$ cat src/rtl/dwt_pkg.sv
// dwt_pkg: shared types and defaults for the lifting DWT sequencer.
package dwt_pkg;
    localparam int DW_DEF  = 8;
    localparam int AW_DEF  = 6;
    localparam int ROM_LAT = 1;
    typedef enum logic [2:0] {IDLE, RD_E0, RD_O, RD_E, CALC_H, CALC_L, EMIT, DONE} state_t;
    typedef enum logic {PREDICT, UPDATE} step_mode_t;
endpackage

$ cat src/rtl/lifting_dwt_ctrl_if.sv
// lifting_dwt_ctrl_if: {L,H} coefficient stream with valid/ready handshake.
interface lifting_dwt_ctrl_if import dwt_pkg::*; #(
    parameter int DW = DW_DEF,
    parameter int AW = AW_DEF
);
    logic          coef_valid;
    logic          coef_ready;
    logic [DW-1:0] coef_l;
    logic [DW-1:0] coef_h;
    logic [AW-2:0] coef_idx;
    modport master(output coef_valid, coef_l, coef_h, coef_idx, input coef_ready);
    modport slave(input coef_valid, coef_l, coef_h, coef_idx, output coef_ready);
endinterface

$ cat src/rtl/lifting_step.sv
// lifting_step: predict (a - (b+c)>>1) or update (a + (b+c)>>2), wrapping at DW bits.
module lifting_step import dwt_pkg::*; #(
    parameter int DW = DW_DEF
) (
    input  step_mode_t    mode,
    input  logic [DW-1:0] a,
    input  logic [DW-1:0] b,
    input  logic [DW-1:0] c,
    output logic [DW-1:0] y
);
    logic [DW:0]   sum;
    logic [DW-1:0] shr;
    always_comb begin
        sum = {1'b0, b} + {1'b0, c};
        shr = DW'(mode == PREDICT ? sum >> 1 : sum >> 2);
        y   = mode == PREDICT ? a - shr : a + shr;
    end
endmodule

$ cat src/rtl/lifting_dwt_ctrl.sv
// lifting_dwt_ctrl: reads one row from a sync ROM, runs predict/update per even/odd pair
// and emits {L,H} pairs on a valid/ready stream.
module lifting_dwt_ctrl import dwt_pkg::*; #(
    parameter int N_SAMPLES = 64,
    parameter int DW        = DW_DEF,
    parameter int AW        = AW_DEF,
    parameter int BASE_ADDR = 0
) (
    input  logic               clk,
    input  logic               rst_n,
    input  logic               start,
    output logic [AW-1:0]      rom_addr,
    input  logic [DW-1:0]      rom_data,
    lifting_dwt_ctrl_if.master coef,
    output logic               busy,
    output logic               done
);
    localparam logic [AW-2:0] LAST_IDX = (AW-1)'(N_SAMPLES / 2 - 1);

    state_t        state, state_n;
    step_mode_t    mode;
    logic          ph, ph_n, cap, last, hs, rd_enter;
    logic [AW-2:0] idx, idx_n;
    logic [AW-1:0] addr_n;
    logic [DW-1:0] e_cur, e_nxt, o, h, l, h_prev;
    logic [DW-1:0] step_a, step_b, step_c, step_y;

    assign cap             = ph == 1'(ROM_LAT);
    assign last            = idx == LAST_IDX;
    assign hs              = state == EMIT && coef.coef_ready;
    assign busy            = state != IDLE && state != DONE;
    assign done            = state == DONE;
    assign coef.coef_valid = state == EMIT;
    assign coef.coef_l     = l;
    assign coef.coef_h     = h;
    assign coef.coef_idx   = idx;

    always_comb begin
        state_n = state;
        ph_n    = 1'b0;
        unique case (state)
            IDLE:    state_n = start ? RD_E0 : IDLE;
            RD_E0:   begin ph_n = !cap; state_n = cap ? RD_O : RD_E0; end
            RD_O:    begin ph_n = !cap; state_n = !cap ? RD_O : last ? CALC_H : RD_E; end
            RD_E:    begin ph_n = !cap; state_n = cap ? CALC_H : RD_E; end
            CALC_H:  state_n = CALC_L;
            CALC_L:  state_n = EMIT;
            EMIT:    state_n = !coef.coef_ready ? EMIT : last ? DONE : RD_O;
            DONE:    state_n = IDLE;
            default: state_n = IDLE;
        endcase
    end

    // The address is registered on entry to a read so the ROM sees it for the whole read.
    assign rd_enter = state_n inside {RD_E0, RD_O, RD_E} && !ph_n;
    assign idx_n    = state == IDLE ? '0 : (hs && !last) ? idx + (AW-1)'(1) : idx;
    assign addr_n   = state_n == RD_E0 ? AW'(BASE_ADDR) :
                      state_n == RD_O  ? AW'(BASE_ADDR) + {idx_n, 1'b1} :
                                         AW'(BASE_ADDR) + {idx, 1'b0} + AW'(2);

    assign mode   = state == CALC_L ? UPDATE : PREDICT;
    assign step_a = mode == UPDATE ? e_cur : o;
    assign step_b = mode == UPDATE ? (idx == '0 ? h : h_prev) : e_cur;
    assign step_c = mode == UPDATE ? h : e_nxt;

    lifting_step #(.DW(DW)) u_step (
        .mode (mode),
        .a    (step_a),
        .b    (step_b),
        .c    (step_c),
        .y    (step_y)
    );

    always_ff @(posedge clk or negedge rst_n) begin
        if (!rst_n) begin
            state    <= IDLE;
            ph       <= 1'b0;
            idx      <= '0;
            rom_addr <= '0;
            e_cur    <= '0;
            e_nxt    <= '0;
            o        <= '0;
            h        <= '0;
            l        <= '0;
            h_prev   <= '0;
        end else begin
            state <= state_n;
            ph    <= ph_n;
            idx   <= idx_n;
            if (rd_enter) rom_addr <= addr_n;
            if (state == RD_E0 && cap) e_cur <= rom_data;
            if (state == RD_O && cap) o <= rom_data;
            if (state == RD_E && cap) e_nxt <= rom_data;
            else if (state == RD_O && cap && last) e_nxt <= e_cur;
            if (state == CALC_H) h <= step_y;
            if (state == CALC_L) l <= step_y;
            if (hs) begin
                h_prev <= h;
                e_cur  <= e_nxt;
            end
        end
    end
endmodule

$ cat src/flat_wrapper.sv
// flat-port wrapper written by rule: the top's interface ports become plain ports
module lifting_dwt_ctrl_flat import dwt_pkg::*;
#(
    parameter int N_SAMPLES = 64,
    parameter int DW        = DW_DEF,
    parameter int AW        = AW_DEF,
    parameter int BASE_ADDR = 0
)
  (clk, rst_n, start, rom_addr, rom_data, busy, done, coef_coef_valid, coef_coef_l, coef_coef_h, coef_coef_idx, coef_coef_ready);
  lifting_dwt_ctrl_if #(.DW(DW), .AW(AW)) coef_i ();
  input  logic clk;
  input  logic rst_n;
  input  logic start;
  output logic [AW-1:0] rom_addr;
  input  logic [DW-1:0] rom_data;
  output logic busy;
  output logic done;
  output wire logic [$bits(coef_i.coef_valid)-1:0] coef_coef_valid;
  output wire logic [$bits(coef_i.coef_l)-1:0] coef_coef_l;
  output wire logic [$bits(coef_i.coef_h)-1:0] coef_coef_h;
  output wire logic [$bits(coef_i.coef_idx)-1:0] coef_coef_idx;
  input wire logic [$bits(coef_i.coef_ready)-1:0] coef_coef_ready;
  assign coef_coef_valid = coef_i.coef_valid;
  assign coef_coef_l = coef_i.coef_l;
  assign coef_coef_h = coef_i.coef_h;
  assign coef_coef_idx = coef_i.coef_idx;
  assign coef_i.coef_ready = coef_coef_ready;
  lifting_dwt_ctrl #(.N_SAMPLES(N_SAMPLES), .DW(DW), .AW(AW), .BASE_ADDR(BASE_ADDR)) u_core (.clk(clk), .rst_n(rst_n), .start(start), .rom_addr(rom_addr), .rom_data(rom_data), .coef(coef_i), .busy(busy), .done(done));
endmodule
$ cat config.mk
export PLATFORM = sky130hd
export DESIGN_NAME = lifting_dwt_ctrl_flat
export DESIGN_NICKNAME = d
export VERILOG_FILES = /design/src/rtl/dwt_pkg.sv /design/src/rtl/lifting_dwt_ctrl_if.sv /design/src/rtl/lifting_step.sv /design/src/rtl/lifting_dwt_ctrl.sv /design/src/flat_wrapper.sv
export SDC_FILE = /design/constraint.sdc
export NUM_CORES = 1
export LEC_CHECK = 0
export CORE_MARGIN = 4
export CORE_UTILIZATION = 60
export CTS_CLUSTER_DIAMETER = 200
export DETAILED_ROUTE_END_ITERATION = 6
export DONT_BUFFER_PORTS = 1
export PLACE_DENSITY_LB_ADDON = 0.25
export SLEW_MARGIN = 15
export SYNTH_ARGS = -nofsm -noshare
export SYNTH_HDL_FRONTEND = slang
export SYNTH_SLANG_ARGS = --single-unit
$ cat constraint.sdc
create_clock -name clk -period 7.55 [get_ports clk]
set_clock_uncertainty 0.1 [all_clocks]
set_input_delay 1.51 -clock clk [delete_from_list [all_inputs] [get_ports clk]]
set_output_delay 1.51 -clock clk [all_outputs]
set_load 0.02 [all_outputs]
# Word-level counts from Yosys, hierarchy flattened
# Index checks and enable logic that the tools add are counted.
[word_totals]
regBits = 63
input_bits = 12
output_inout_bits = 30
wordCells = 69
[classes]
n_addsub = 5
n_eq_ne = 12
mux = 24
n_reduce_logical = 18
[ops]
columns = ["operator", "count"]
rows = [
  ["2-to-1 mux 8 bit", 10],
  ["case mux 3 bit (8 select lines)", 1],
  ["2-to-1 mux 3 bit", 5],
  ["== test 3 x 2 -> 1 bit, second input constant", 4],
  ["== test 3 bit, second input constant", 4],
  ["2-to-1 mux 6 bit", 2],
  ["2-to-1 mux 5 bit", 2],
  ["adder 8 x 8 -> 9 bit", 1],
  ["adder 8 bit", 1],
  ["logical AND 1 bit", 8],
  ["subtractor 8 bit", 1],
  ["adder 6 x 2 -> 6 bit, second input constant", 1],
  ["== test 3 x 1 -> 1 bit, second input constant", 2],
  ["nonzero test 3 bit", 2],
  ["adder 5 x 1 -> 5 bit, second input constant", 1],
  ["== test 5 bit, second input constant", 1],
  ["zero test 5 bit", 1],
  ["nonzero test 2 bit", 2],
  ["zero test 1 bit", 3],
  ["zero test 3 bit", 1],
  ["2-to-1 mux 1 bit", 3],
  ["!= test 3 bit, second input constant", 1],
  ["OR reduction 3 bit", 1],
  ["2-to-1 mux 2 bit", 1],
]

# Depth between registers and ports, before layout
# Gate-level depths: netlist (run 1).
[depth]
depth_word = 7
depth_mapped = 26
ltp_nobuf = 25

# Cells and area by module
# A second synthesis (run 1) with hierarchy kept.
[hier_totals]
cells_unflattened = 426
area_unflattened_um2 = 4187.8
[by_module_without_submodules]
columns = ["mod", "n_inst", "cells_per_inst", "area_per_inst_um2", "seq_area_each_um2"]
rows = [
  ["lifting_dwt_ctrl", 1, 309, 3276.9, 1576.5],
  ["lifting_step", 1, 117, 910.9, 0.0],
]

# Least setup slack after synthesis (run 1)
# OpenSTA, ideal clock, no wires.
[synth_timing]
kind = "register to register"
startpoint = "register u_core.idx[0] (netlist: u_core.coef.coef_idx[0])"
endpoint = "register u_core.h[7] (netlist: u_core.coef.coef_h[7])"
setup_ns = 0.070
t_arrival_ns = 5.172
t_required_ns = 7.380
path_slack_ns = 2.208
path_stages_with_launch = 23
path_buffers = 2
synth_period_minus_slack_ns = 5.342
path_cell_list = "dfrtp_1 > inv_1 > ha_1 > nor4b_1 > buf_6 > mux2i_1 > o21ai_0 > ha_1 > a21o_1 > a21o_1 > or4_1 > and3_1 > buf_6 > or4_4 > nand3_1 > o21ai_0 > ha_1 > or2_2 > o311a_1 > a21o_1 > xnor2_1 > or4_1 > nand3_1"
[synth_via]
elab_chain_cells = 7
elab_cells_between_ends = 8
classes_between = "3 x add/sub; 4 x mux; 1 x reduce/logical"
[synth_lines]
columns = ["element", "line", "text"]
rows = [
  ["start: declaration", "lifting_dwt_ctrl.sv:23", "logic [AW-2:0] idx, idx_n;"],
  ["start signal: assignment", "lifting_dwt_ctrl.sv:89", "idx <= idx_n;"],
  ["zero test 5 bit *", "lifting_dwt_ctrl.sv:63", "assign step_b = mode == UPDATE ? (idx == '0 ? h : h_prev) : e_cur;"],
  ["2-to-1 mux 8 bit * (2 in series)", "lifting_dwt_ctrl.sv:63", ""],
  ["adder 8 x 8 -> 9 bit *", "lifting_step.sv:14", "sum = {1'b0, b} + {1'b0, c};"],
  ["2-to-1 mux 8 bit *", "lifting_step.sv:15", "shr = DW'(mode == PREDICT ? sum >> 1 : sum >> 2);"],
  ["subtractor 8 bit or adder 8 bit (tied branches)", "lifting_step.sv:16", "y = mode == PREDICT ? a - shr : a + shr;"],
  ["2-to-1 mux 8 bit *", "lifting_step.sv:16", ""],
  ["end signal: assignment", "lifting_dwt_ctrl.sv:95", "if (state == CALC_H) h <= step_y;"],
  ["end: declaration", "lifting_dwt_ctrl.sv:25", "logic [DW-1:0] e_cur, e_nxt, o, h, l, h_prev;"],
]
# Mark *: on every way between the ends. The rest lies on a longest branch, timed or not.
# A chain may end at the register's enable or synchronous reset.

# Worst setup path in the final report (run 1)
# Ends and elaborated chain as after synthesis.

==> results of run 1 <==
==> routing by layer <==
layer / wire [um] / up-vias / part of all wire (%)
met5: 0 / - / 0
met1: 4040 / 1503 / 44
met3: 726 / 22 / 7.9
li1: - / 1590 / -
met4: 266 / 0 / 2.9
met2: 4140 / 116 / 45
==> critical path: stages (launching register included) <==
cell,delay [ns]
sky130_fd_sc_hd__dfrtp_1,0.50
sky130_fd_sc_hd__inv_1,0.15
sky130_fd_sc_hd__ha_1,0.16
sky130_fd_sc_hd__nor4b_2,0.18
sky130_fd_sc_hd__buf_4,0.23
sky130_fd_sc_hd__mux2i_1,0.19
sky130_fd_sc_hd__o21ai_0,0.11
sky130_fd_sc_hd__ha_1,0.36
sky130_fd_sc_hd__or2_2,0.31
sky130_fd_sc_hd__o41ai_1,0.53
sky130_fd_sc_hd__nor2_1,0.15
sky130_fd_sc_hd__nand2_1,0.12
sky130_fd_sc_hd__a21boi_0,0.20
sky130_fd_sc_hd__ha_1,0.23
sky130_fd_sc_hd__o311ai_1,0.15
sky130_fd_sc_hd__xnor2_1,0.17
sky130_fd_sc_hd__a21oi_1,0.09
sky130_fd_sc_hd__ha_1,0.36
sky130_fd_sc_hd__nand3_1,0.10
sky130_fd_sc_hd__o22ai_1,0.11
sky130_fd_sc_hd__o311a_1,0.35
sky130_fd_sc_hd__a21o_1,0.17
sky130_fd_sc_hd__xnor2_1,0.13
sky130_fd_sc_hd__or4_1,0.40
sky130_fd_sc_hd__nand3_1,0.09
==> metrics by stage <==
stage | cell area, sq um | worst slack (ns) | utilization [%] | hold WS [ns]
after floorplan | 3950 | 2.21 | - | 0.346
after global placement | 3990 | 2.09 | 62.8 | 0.360
after detailed placement | 3990 | 1.89 | 62.8 | 0.365
after CTS | 4210 | 1.85 | 66.3 | 0.382
after global routing | 4210 | 1.32 | 66.4 | 0.416
final | 4210 | 1.84 | 66.4 | 0.377
==> area by class of cell <==
class,count,area [sq um]
fill,494,2140
multi-input combinational,367,2230
tap,77,96.3
inverter,13,48.8
clock inverter,7,97.6
timing repair buffer,6,45.0
sequential,63,1580
clock buffer,9,124
==> worst max-delay path by stage <==
stage / start / endpoint / slack, ns / depth (start not counted)
3_3_place_gp: u_core.coef.coef_idx[0]$_DFF_PN0_ / u_core.coef.coef_h[7]$_DFFE_PN0P_ / 2.09 / 24
4_1_cts: u_core.coef.coef_idx[0]$_DFF_PN0_ / u_core.coef.coef_h[7]$_DFFE_PN0P_ / 1.85 / 24
5_1_grt: u_core.coef.coef_idx[0]$_DFF_PN0_ / u_core.coef.coef_h[7]$_DFFE_PN0P_ / 1.32 / 24
2_1_floorplan: u_core.coef.coef_idx[0]$_DFF_PN0_ / u_core.coef.coef_h[7]$_DFFE_PN0P_ / 2.21 / 22
3_5_place_dp: u_core.coef.coef_idx[0]$_DFF_PN0_ / u_core.coef.coef_h[7]$_DFFE_PN0P_ / 1.89 / 24
6_report: u_core.coef.coef_idx[0]$_DFF_PN0_ / u_core.coef.coef_h[7]$_DFFE_PN0P_ / 1.84 / 24
==> kinds of logic after synthesis <==
kind of cell             Yosys count  synth area share (%)
XOR/XNOR                          22                  4.88
AO/OA/AOI/OAI                     94                  14.9
adder cells (fa/ha/maj)           20                  6.72
multiplexers                      29                  7.64
AND/OR/NAND/NOR                  202                  22.0
buffers and inverters             34                  3.90
flip-flops                        63                  40.0
==> flip-flops by register name (all words and copies together) (netlist names) <==
signal / flops
u_core.cap: 1
u_core.coef.coef_h: 8
u_core.coef.coef_idx: 5
u_core.coef.coef_l: 8
u_core.e_cur: 8
u_core.e_nxt: 8
u_core.h_prev: 8
u_core.o: 8
u_core.rom_addr: 6
u_core.state: 3
==> layout by cell type (no fill, tap or decap), types with 3 or more instances in the layout <==
cell type / instances
sky130_fd_sc_hd__buf_4: 6
sky130_fd_sc_hd__dfrtp_1: 63
sky130_fd_sc_hd__nor3_1: 9
sky130_fd_sc_hd__nand2_1: 122
sky130_fd_sc_hd__mux2i_1: 20
sky130_fd_sc_hd__nor2_1: 36
sky130_fd_sc_hd__nor2b_1: 4
sky130_fd_sc_hd__nand3_1: 6
sky130_fd_sc_hd__nand2b_1: 3
sky130_fd_sc_hd__and3_1: 6
sky130_fd_sc_hd__xnor2_1: 12
sky130_fd_sc_hd__xor2_1: 10
sky130_fd_sc_hd__o21ai_0: 32
sky130_fd_sc_hd__mux2_2: 9
sky130_fd_sc_hd__inv_1: 13
sky130_fd_sc_hd__ha_1: 18
sky130_fd_sc_hd__o211ai_1: 3
sky130_fd_sc_hd__a22oi_1: 8
sky130_fd_sc_hd__a21o_1: 6
sky130_fd_sc_hd__a21oi_1: 22
sky130_fd_sc_hd__clkbuf_8: 9
==> impl_results.html, run 1 <==
<table>
<tr><th>Metric</th><th>Value</th></tr>
<tr><th colspan="2">Detailed routing</th></tr>
<tr><td>DRC marker count from the first detailed-route iteration</td><td>189</td></tr>
<tr><td>Number of vias per cell after detailed routing</td><td>5.96</td></tr>
<tr><td>Number of nets still failing antenna checks after routing</td><td>0</td></tr>
<tr><td>Final routed DRC violation total</td><td>0</td></tr>
<tr><td>First-pass iteration count of the detailed router</td><td>5</td></tr>
<tr><td>WL/cell</td><td>16.9 um</td></tr>
<tr><td>Total number of vias</td><td>3231</td></tr>
<tr><td>Total Wirelength</td><td>around 9000 um</td></tr>
<tr><th colspan="2">Logic synthesis</th></tr>
<tr><td>Cell type contributing the most total cell area after synthesis</td><td>sky130_fd_sc_hd__dfrtp_1</td></tr>
<tr><td>Largest cells by area after synthesis</td><td>sky130_fd_sc_hd__dfrtp_1 40%, sky130_fd_sc_hd__nand2_1 12%, sky130_fd_sc_hd__ha_1 5.7%</td></tr>
<tr><td>Mapped Area</td><td>0.00395 sq mm</td></tr>
<tr><td>Number of enable-type register cells in the synthesized netlist</td><td>0</td></tr>
<tr><td>Count of different cell masters after synthesis</td><td>53</td></tr>
<tr><td>Number of synthesis warnings</td><td>0</td></tr>
<tr><td>Synth Register Bits</td><td>63</td></tr>
<tr><td>Mean area per synthesized cell</td><td>8.50 sq um</td></tr>
<tr><td>Mapped Cells</td><td>between 400 and 500</td></tr>
<tr><td>Area share of the leading cell type in the synthesized netlist</td><td>40.0%</td></tr>
<tr><td>Post-synth ARST share</td><td>100%</td></tr>
<tr><td>Leading post-synthesis cells by instance count</td><td>122 x sky130_fd_sc_hd__nand2_1, 63 x sky130_fd_sc_hd__dfrtp_1, 36 x sky130_fd_sc_hd__nor2_1</td></tr>
<tr><td>Synthesized Nets</td><td>496</td></tr>
<tr><td>Top flip-flop cell by instance count after synthesis</td><td>sky130_fd_sc_hd__dfrtp_1</td></tr>
<tr><td>Sequential-to-total area share from yosys stat</td><td>roughly 40%</td></tr>
<tr><td>Dominant cell by count in the synthesized netlist</td><td>sky130_fd_sc_hd__nand2_1</td></tr>
<tr><th colspan="2">Critical path</th></tr>
<tr><td>Data required time of the critical path</td><td>about 7.7 ns</td></tr>
<tr><td>Critical path startpoint category</td><td>flop</td></tr>
<tr><td>Critical path capture point type</td><td>flop</td></tr>
<tr><td>Critical Path Fanout Max</td><td>9</td></tr>
<tr><td>Worst r2r dst</td><td>u_core.coef.coef_h[7]$_DFFE_PN0P_</td></tr>
<tr><td>Register-to-Register Path Depth</td><td>24</td></tr>
<tr><td>Critical path class</td><td>flop to flop</td></tr>
<tr><td>Arrival time of the worst setup path</td><td>roughly 5.9 ns</td></tr>
<tr><td>Minimum setup slack among reg-to-reg paths</td><td>1.84 ns</td></tr>
<tr><td>Start of the worst register-to-register path</td><td>u_core.coef.coef_idx[0]$_DFF_PN0_</td></tr>
<tr><th colspan="2">Clocking</th></tr>
<tr><td>Quantity of gates resized following cts</td><td>0</td></tr>
<tr><td>Number of clock buffers inserted by TritonCTS</td><td>9</td></tr>
<tr><td>Cell chosen for the clock root</td><td>sky130_fd_sc_hd__clkbuf_8</td></tr>
<tr><td>Max Root-Sink Buffers</td><td>2</td></tr>
<tr><td>Hold-fix buffer count after cts</td><td>0</td></tr>
<tr><td>Clock tree from TritonCTS</td><td>done</td></tr>
<tr><td>TritonCTS Sinks</td><td>63</td></tr>
<tr><td>CTS H-tree depth</td><td>3</td></tr>
<tr><td>Clock-pin slew reported for the worst setup and hold paths after clock tree synthesis</td><td>0.07 ns</td></tr>
<tr><td>Later-pin clock latency in the skew report</td><td>0.34 ns</td></tr>
<tr><td>Post-CTS Setup Inserts</td><td>0</td></tr>
<tr><th colspan="2">Min path</th></tr>
<tr><td>Hold Path Cell Cnt</td><td>2</td></tr>
<tr><td>Path type of the worst min-delay path</td><td>flop to flop</td></tr>
<tr><td>Startpoint of the lowest-slack hold path</td><td>u_core.h_prev[4]$_DFFE_PN0P_</td></tr>
<tr><td>Hold Crit Endpoint</td><td>u_core.h_prev[4]$_DFFE_PN0P_</td></tr>
<tr><th colspan="2">Global route</th></tr>
<tr><td>Wire length of the first global-routing pass</td><td>15600 um</td></tr>
<tr><td>Most congested layer reported by global routing</td><td>met2</td></tr>
<tr><td>Met3 track utilization from global routing</td><td>between 6 and 7%</td></tr>
<tr><td>Vias in the first global route</td><td>3130</td></tr>
<tr><td>Met1 usage in global routing</td><td>~35%</td></tr>
<tr><td>GRT met2 Usage</td><td>38.5%</td></tr>
<tr><td>Global route total overflow</td><td>0</td></tr>
<tr><td>Initial antenna violation count</td><td>0</td></tr>
<tr><td>Maximum number of pins on one net before global-route repair</td><td>64</td></tr>
<tr><td>Total GRT Usage</td><td>25.6%</td></tr>
<tr><th colspan="2">Timing</th></tr>
<tr><td>Tmin final</td><td>about 5.7 ns</td></tr>
<tr><td>Maximum operating frequency</td><td>0.175 GHz</td></tr>
<tr><td>Max-slew headroom at the worst pin</td><td>around 32%</td></tr>
<tr><td>Total Neg Setup Slack</td><td>0 ns</td></tr>
<tr><td>Final Setup Violations</td><td>0</td></tr>
<tr><td>Share of the clock period used by the worst path</td><td>75.6%</td></tr>
<tr><td>Number of hold violations in the final report</td><td>0</td></tr>
<tr><td>Count of pins over their slew limit</td><td>0</td></tr>
<tr><td>Setup repair after global routing missed its margin</td><td>false</td></tr>
<tr><td>Worst Tran Pin Value</td><td>1.01 ns</td></tr>
<tr><th colspan="2">Die</th></tr>
<tr><td>Number of primary I/O pins</td><td>42</td></tr>
<tr><td>Number of cell rows</td><td>29</td></tr>
<tr><td>Die extent in x</td><td>89.1 um</td></tr>
<tr><td>Y dimension of the die</td><td>89.1 um</td></tr>
<tr><td>Die Footprint</td><td>0.00794 sq mm</td></tr>
<tr><td>Initial cell density of the core</td><td>62.1%</td></tr>
<tr><td>Standard cell core area</td><td>around 0.0063 sq mm</td></tr>
<tr><th colspan="2">Finish</th></tr>
<tr><td>Number of nets in the layout</td><td>approximately 490</td></tr>
<tr><td>Number of standard cells in the layout, taps in and fillers out</td><td>542</td></tr>
<tr><td>Number of diodes added for antenna fixing</td><td>0</td></tr>
<tr><td>Layout cell share with drive strength beyond 1</td><td>7.74%</td></tr>
<tr><td>Area delta synth-&gt;final</td><td>6.82%</td></tr>
<tr><th colspan="2">Place</th></tr>
<tr><td>Placer's final routability congestion estimate</td><td>0.883</td></tr>
<tr><td>Quantity of I/O buffers inserted on ports</td><td>0</td></tr>
<tr><td>Cells after DPL</td><td>~530</td></tr>
<tr><td>Detailed placer's ending HPWL</td><td>6780 um</td></tr>
<tr><th colspan="2">Job</th></tr>
<tr><td>Number of maximum-capacitance constraint violations</td><td>0</td></tr>
<tr><th colspan="2">Outcome</th></tr>
<tr><td>Status</td><td>finished clean</td></tr>
</table>
Power of run 1 is not shown: default switching activity piles up to over one toggle a cycle in this logic, so the estimate is an artifact.
==> inputs of run 2 (changes only) <==
==> constraint.sdc (replaced) <==
create_clock -name clk -period 5.4 [get_ports clk]
set_clock_uncertainty 0.1 [all_clocks]
set_input_delay 1.08 -clock clk [delete_from_list [all_inputs] [get_ports clk]]
set_output_delay 1.08 -clock clk [all_outputs]
set_load 0.02 [all_outputs]
==> run 2 against run 1 <==
  * Utilization grew 3.2 points
  * Worst setup slack lost 1.7 ns
  * Via count grew 5.9%
  * Critical path depth shrank 3
  * Die area is the same
  * Cell count grew 3.0%
  * Cell area grew 4.8%
  * Worst hold slack lost 0.049 ns
  * Sequential share of layout area shrank 1.7 points
  * Wire length grew 9.4%
  * Count of clock-buffer cells in the layout grew 3
  * Non-clock buffer count grew 17
==> impl_results.html, run 2 (synthesis results as in run 1) <==
<table>
<tr><th>Metric</th><th>Value</th></tr>
<tr><th colspan="2">Finish</th></tr>
<tr><td>Area delta synth-&gt;final</td><td>12.0%</td></tr>
<tr><td>Commonest cells after routing, fill and taps aside</td><td>122 x sky130_fd_sc_hd__nand2_1, 63 x sky130_fd_sc_hd__dfrtp_1, 35 x sky130_fd_sc_hd__nor2_1</td></tr>
<tr><td>Number of nets in the layout</td><td>around 510</td></tr>
<tr><td>Most common cell after layout, fill and taps aside</td><td>sky130_fd_sc_hd__nand2_1</td></tr>
<tr><td>Layout cell share with drive strength beyond 1</td><td>13.1%</td></tr>
<tr><td>Final Instance Area</td><td>0.00442 sq mm</td></tr>
<tr><td>Number of diodes added for antenna fixing</td><td>0</td></tr>
<tr><td>Fill cell count</td><td>between 400 and 500</td></tr>
<tr><th colspan="2">Die</th></tr>
<tr><td>Number of primary I/O pins</td><td>42</td></tr>
<tr><td>Y dimension of the die</td><td>about 90 um</td></tr>
<tr><td>Die extent in x</td><td>89.1 um</td></tr>
<tr><td>Standard cell core area</td><td>0.00635 sq mm</td></tr>
<tr><td>Die Footprint</td><td>0.00794 sq mm</td></tr>
<tr><td>Initial cell density of the core</td><td>62.1%</td></tr>
<tr><td>Number of cell rows</td><td>29</td></tr>
<tr><th colspan="2">Clocking</th></tr>
<tr><td>Max Root-Sink Buffers</td><td>2</td></tr>
<tr><td>CTS H-tree depth</td><td>3</td></tr>
<tr><td>Later-pin clock latency in the skew report</td><td>0.34 ns</td></tr>
<tr><td>Cell chosen for the clock root</td><td>sky130_fd_sc_hd__clkbuf_8</td></tr>
<tr><td>Clock tree from TritonCTS</td><td>done</td></tr>
<tr><td>Number of clock buffers inserted by TritonCTS</td><td>9</td></tr>
<tr><td>Clock-pin slew reported for the worst setup and hold paths after clock tree synthesis</td><td>0.07 ns</td></tr>
<tr><td>TritonCTS Sinks</td><td>63</td></tr>
<tr><th colspan="2">Timing</th></tr>
<tr><td>Number of hold violations in the final report</td><td>0</td></tr>
<tr><td>Final Setup Violations</td><td>0</td></tr>
<tr><td>Count of pins over their slew limit</td><td>0</td></tr>
<tr><td>Max-slew headroom at the worst pin</td><td>between 20% and 30%</td></tr>
<tr><td>Worst Tran Pin Value</td><td>1.15 ns</td></tr>
<tr><td>Maximum operating frequency</td><td>0.191 GHz</td></tr>
<tr><td>Share of the clock period used by the worst path</td><td>a little over nine tenths</td></tr>
<tr><td>Worst hold slack</td><td>0.328 ns</td></tr>
<tr><td>Tmin final</td><td>5.24 ns</td></tr>
<tr><th colspan="2">Detailed routing</th></tr>
<tr><td>Number of nets still failing antenna checks after routing</td><td>0</td></tr>
<tr><td>DRC marker count from the first detailed-route iteration</td><td>between 200 and 250</td></tr>
<tr><td>First-pass iteration count of the detailed router</td><td>5</td></tr>
<tr><td>Total Wirelength</td><td>around 10000 um</td></tr>
<tr><td>Number of vias per cell after detailed routing</td><td>~6</td></tr>
<tr><td>Final routed DRC violation total</td><td>0</td></tr>
<tr><td>WL/cell</td><td>18.0 um</td></tr>
<tr><td>Total number of vias</td><td>3421</td></tr>
<tr><th colspan="2">Critical path</th></tr>
<tr><td>Critical path class</td><td>flop to flop</td></tr>
<tr><td>Most numerous cell on the critical path</td><td>sky130_fd_sc_hd__a21o_1</td></tr>
<tr><td>Start of the worst register-to-register path</td><td>u_core.coef.coef_idx[0]$_DFF_PN0_</td></tr>
<tr><td>Critical path, cell by cell</td><td>inv_1, ha_1, nor4b_4, buf_6, mux2i_1, o21ai_0, ha_2, a21o_1, a21o_1, or4_1, and3_4, or4_4, nand3_1, o21ai_0, ha_2, or2_2, o311a_1, a21o_1, xnor2_1, or4_1, nand3_1</td></tr>
<tr><td>Critical path startpoint category</td><td>flop</td></tr>
<tr><td>Longest individual stage delay on the worst path</td><td>0.52 ns</td></tr>
<tr><td>Critical path capture point type</td><td>flop</td></tr>
<tr><td>Arrival time of the worst setup path</td><td>5.42 ns</td></tr>
<tr><td>Cell at the slowest stage of the critical path</td><td>sky130_fd_sc_hd__or4_1</td></tr>
<tr><td>Critical Path Fanout Max</td><td>5</td></tr>
<tr><td>Timing startpoint of the critical path</td><td>u_core.coef.coef_idx[0]$_DFF_PN0_</td></tr>
<tr><td>Data required time of the critical path</td><td>around 5.6 ns</td></tr>
<tr><th colspan="2">Global route</th></tr>
<tr><td>Total GRT Usage</td><td>a little over a quarter</td></tr>
<tr><td>Vias in the first global route</td><td>3220</td></tr>
<tr><td>Wire length of the first global-routing pass</td><td>16000 um</td></tr>
<tr><td>Maximum number of pins on one net before global-route repair</td><td>64</td></tr>
<tr><td>Initial antenna violation count</td><td>0</td></tr>
<tr><td>Global route total overflow</td><td>0</td></tr>
<tr><th colspan="2">Place</th></tr>
<tr><td>Detailed placer's ending HPWL</td><td>7140 um</td></tr>
<tr><td>Quantity of I/O buffers inserted on ports</td><td>0</td></tr>
<tr><td>Cell area reported after detailed placement</td><td>~0.0041 sq mm</td></tr>
<tr><td>Placer's final routability congestion estimate</td><td>0.921</td></tr>
<tr><th colspan="2">Job</th></tr>
<tr><td>Number of maximum-capacitance constraint violations</td><td>0</td></tr>
<tr><th colspan="2">Min path</th></tr>
<tr><td>Path type of the worst min-delay path</td><td>primary input to asynchronous set/reset pin</td></tr>
<tr><th colspan="2">Outcome</th></tr>
<tr><td>Status</td><td>finished clean</td></tr>
</table>
[run 2: cell types whose count changed in the layout (fill, tap and decap cells not counted), sizes merged]
| cell | previous run | this run |
|---|---|---|
| buf | 6 | 23 |
| clkinv | 3 | 1 |
| bufinv | 2 | 1 |
| clkbuf | 9 | 12 |
| clkinvlp | 2 | 1 |
[run 2: what timing repair did]
item,CTS,global route
resized for setup,0,22
hold buffers,0,0
buffers inserted,0,7
endpoints found under the setup margin,0,3
[run 2: per-layer routing]
metal / global-route usage [%] / wire length, um / vias up
met2: 42.0 / 4780 / 149
li1: - / - / 1616
met5: 0 / 0 / -
met1: 34.3 / 4210 / 1623
met3: 6.36 / 800 / 33
met4: 10.4 / 251 / 0
[run 2: area by class of cell]
class,count,area (sq um),area share (%)
multi-input cells,367,2310,52.3
flip-flops and latches,63,1580,35.7
repair buffers,23,189,4.28
clock buffers,12,155,3.51
well taps,77,96.3,2.18
inverters,13,48.8,1.10
clock inverters,3,42.5,0.963
[run 2: final timing paths]
| kind | endpoint | slack, ns | depth (start not counted) |
|---|---|---|---|
| worst max-delay path | u_core.coef.coef_h[7]$_DFFE_PN0P_ | 0.16 | 21 |
| worst min-delay path | u_core.coef.coef_h[2]$_DFFE_PN0P_ | 0.33 | 0 |
| worst max register to register | u_core.coef.coef_h[7]$_DFFE_PN0P_ | 0.16 | 21 |
| worst min register to register | u_core.h_prev[7]$_DFFE_PN0P_ | 0.38 | 2 |
| max in group asynchronous | u_core.h_prev[1]$_DFFE_PN0P_ | 4.73 | 0 |
| min in group clk | u_core.h_prev[7]$_DFFE_PN0P_ | 0.38 | 2 |
[run 2: stage by stage]
stage	setup TNS, ns	setup slack, ns	util (%)	std cells
2_1_floorplan	0	0.0583	-	464
4_1_cts	0	0.00677	67.3	551
3_5_place_dp	0	0.0426	64.2	536
5_1_grt	-0.0925	-0.0925	69.6	558
6_report	0	0.165	69.6	558
3_3_place_gp	0	0.232	64.2	536
[run 2: critical path, delay by kind of cell (launching register included)]
family                   cells  cell delay (ns)
AND/OR/NAND/NOR              8             2.42
AO/OA/AOI/OAI                6             1.07
adder cells (fa/ha/maj)      3             0.60
flip-flops                   1             0.38
buffers and inverters        2             0.26
multiplexers                 1             0.21
XOR/XNOR                     1             0.14
Power of run 2 is left out for the same reason.
==> inputs of run 3 (changes only) <==
--- a/config.mk
+++ b/config.mk
@@ -11,7 +11,6 @@
 export DETAILED_ROUTE_END_ITERATION = 6
 export DONT_BUFFER_PORTS = 1
 export PLACE_DENSITY_LB_ADDON = 0.25
-export SLEW_MARGIN = 15
 export SYNTH_ARGS = -nofsm -noshare
 export SYNTH_HDL_FRONTEND = slang
 export SYNTH_SLANG_ARGS = --single-unit
==> results of run 3 <==
The final DEF is identical to that of run 2; final timing and power are the same.
Power of run 3 is left out for the same reason.
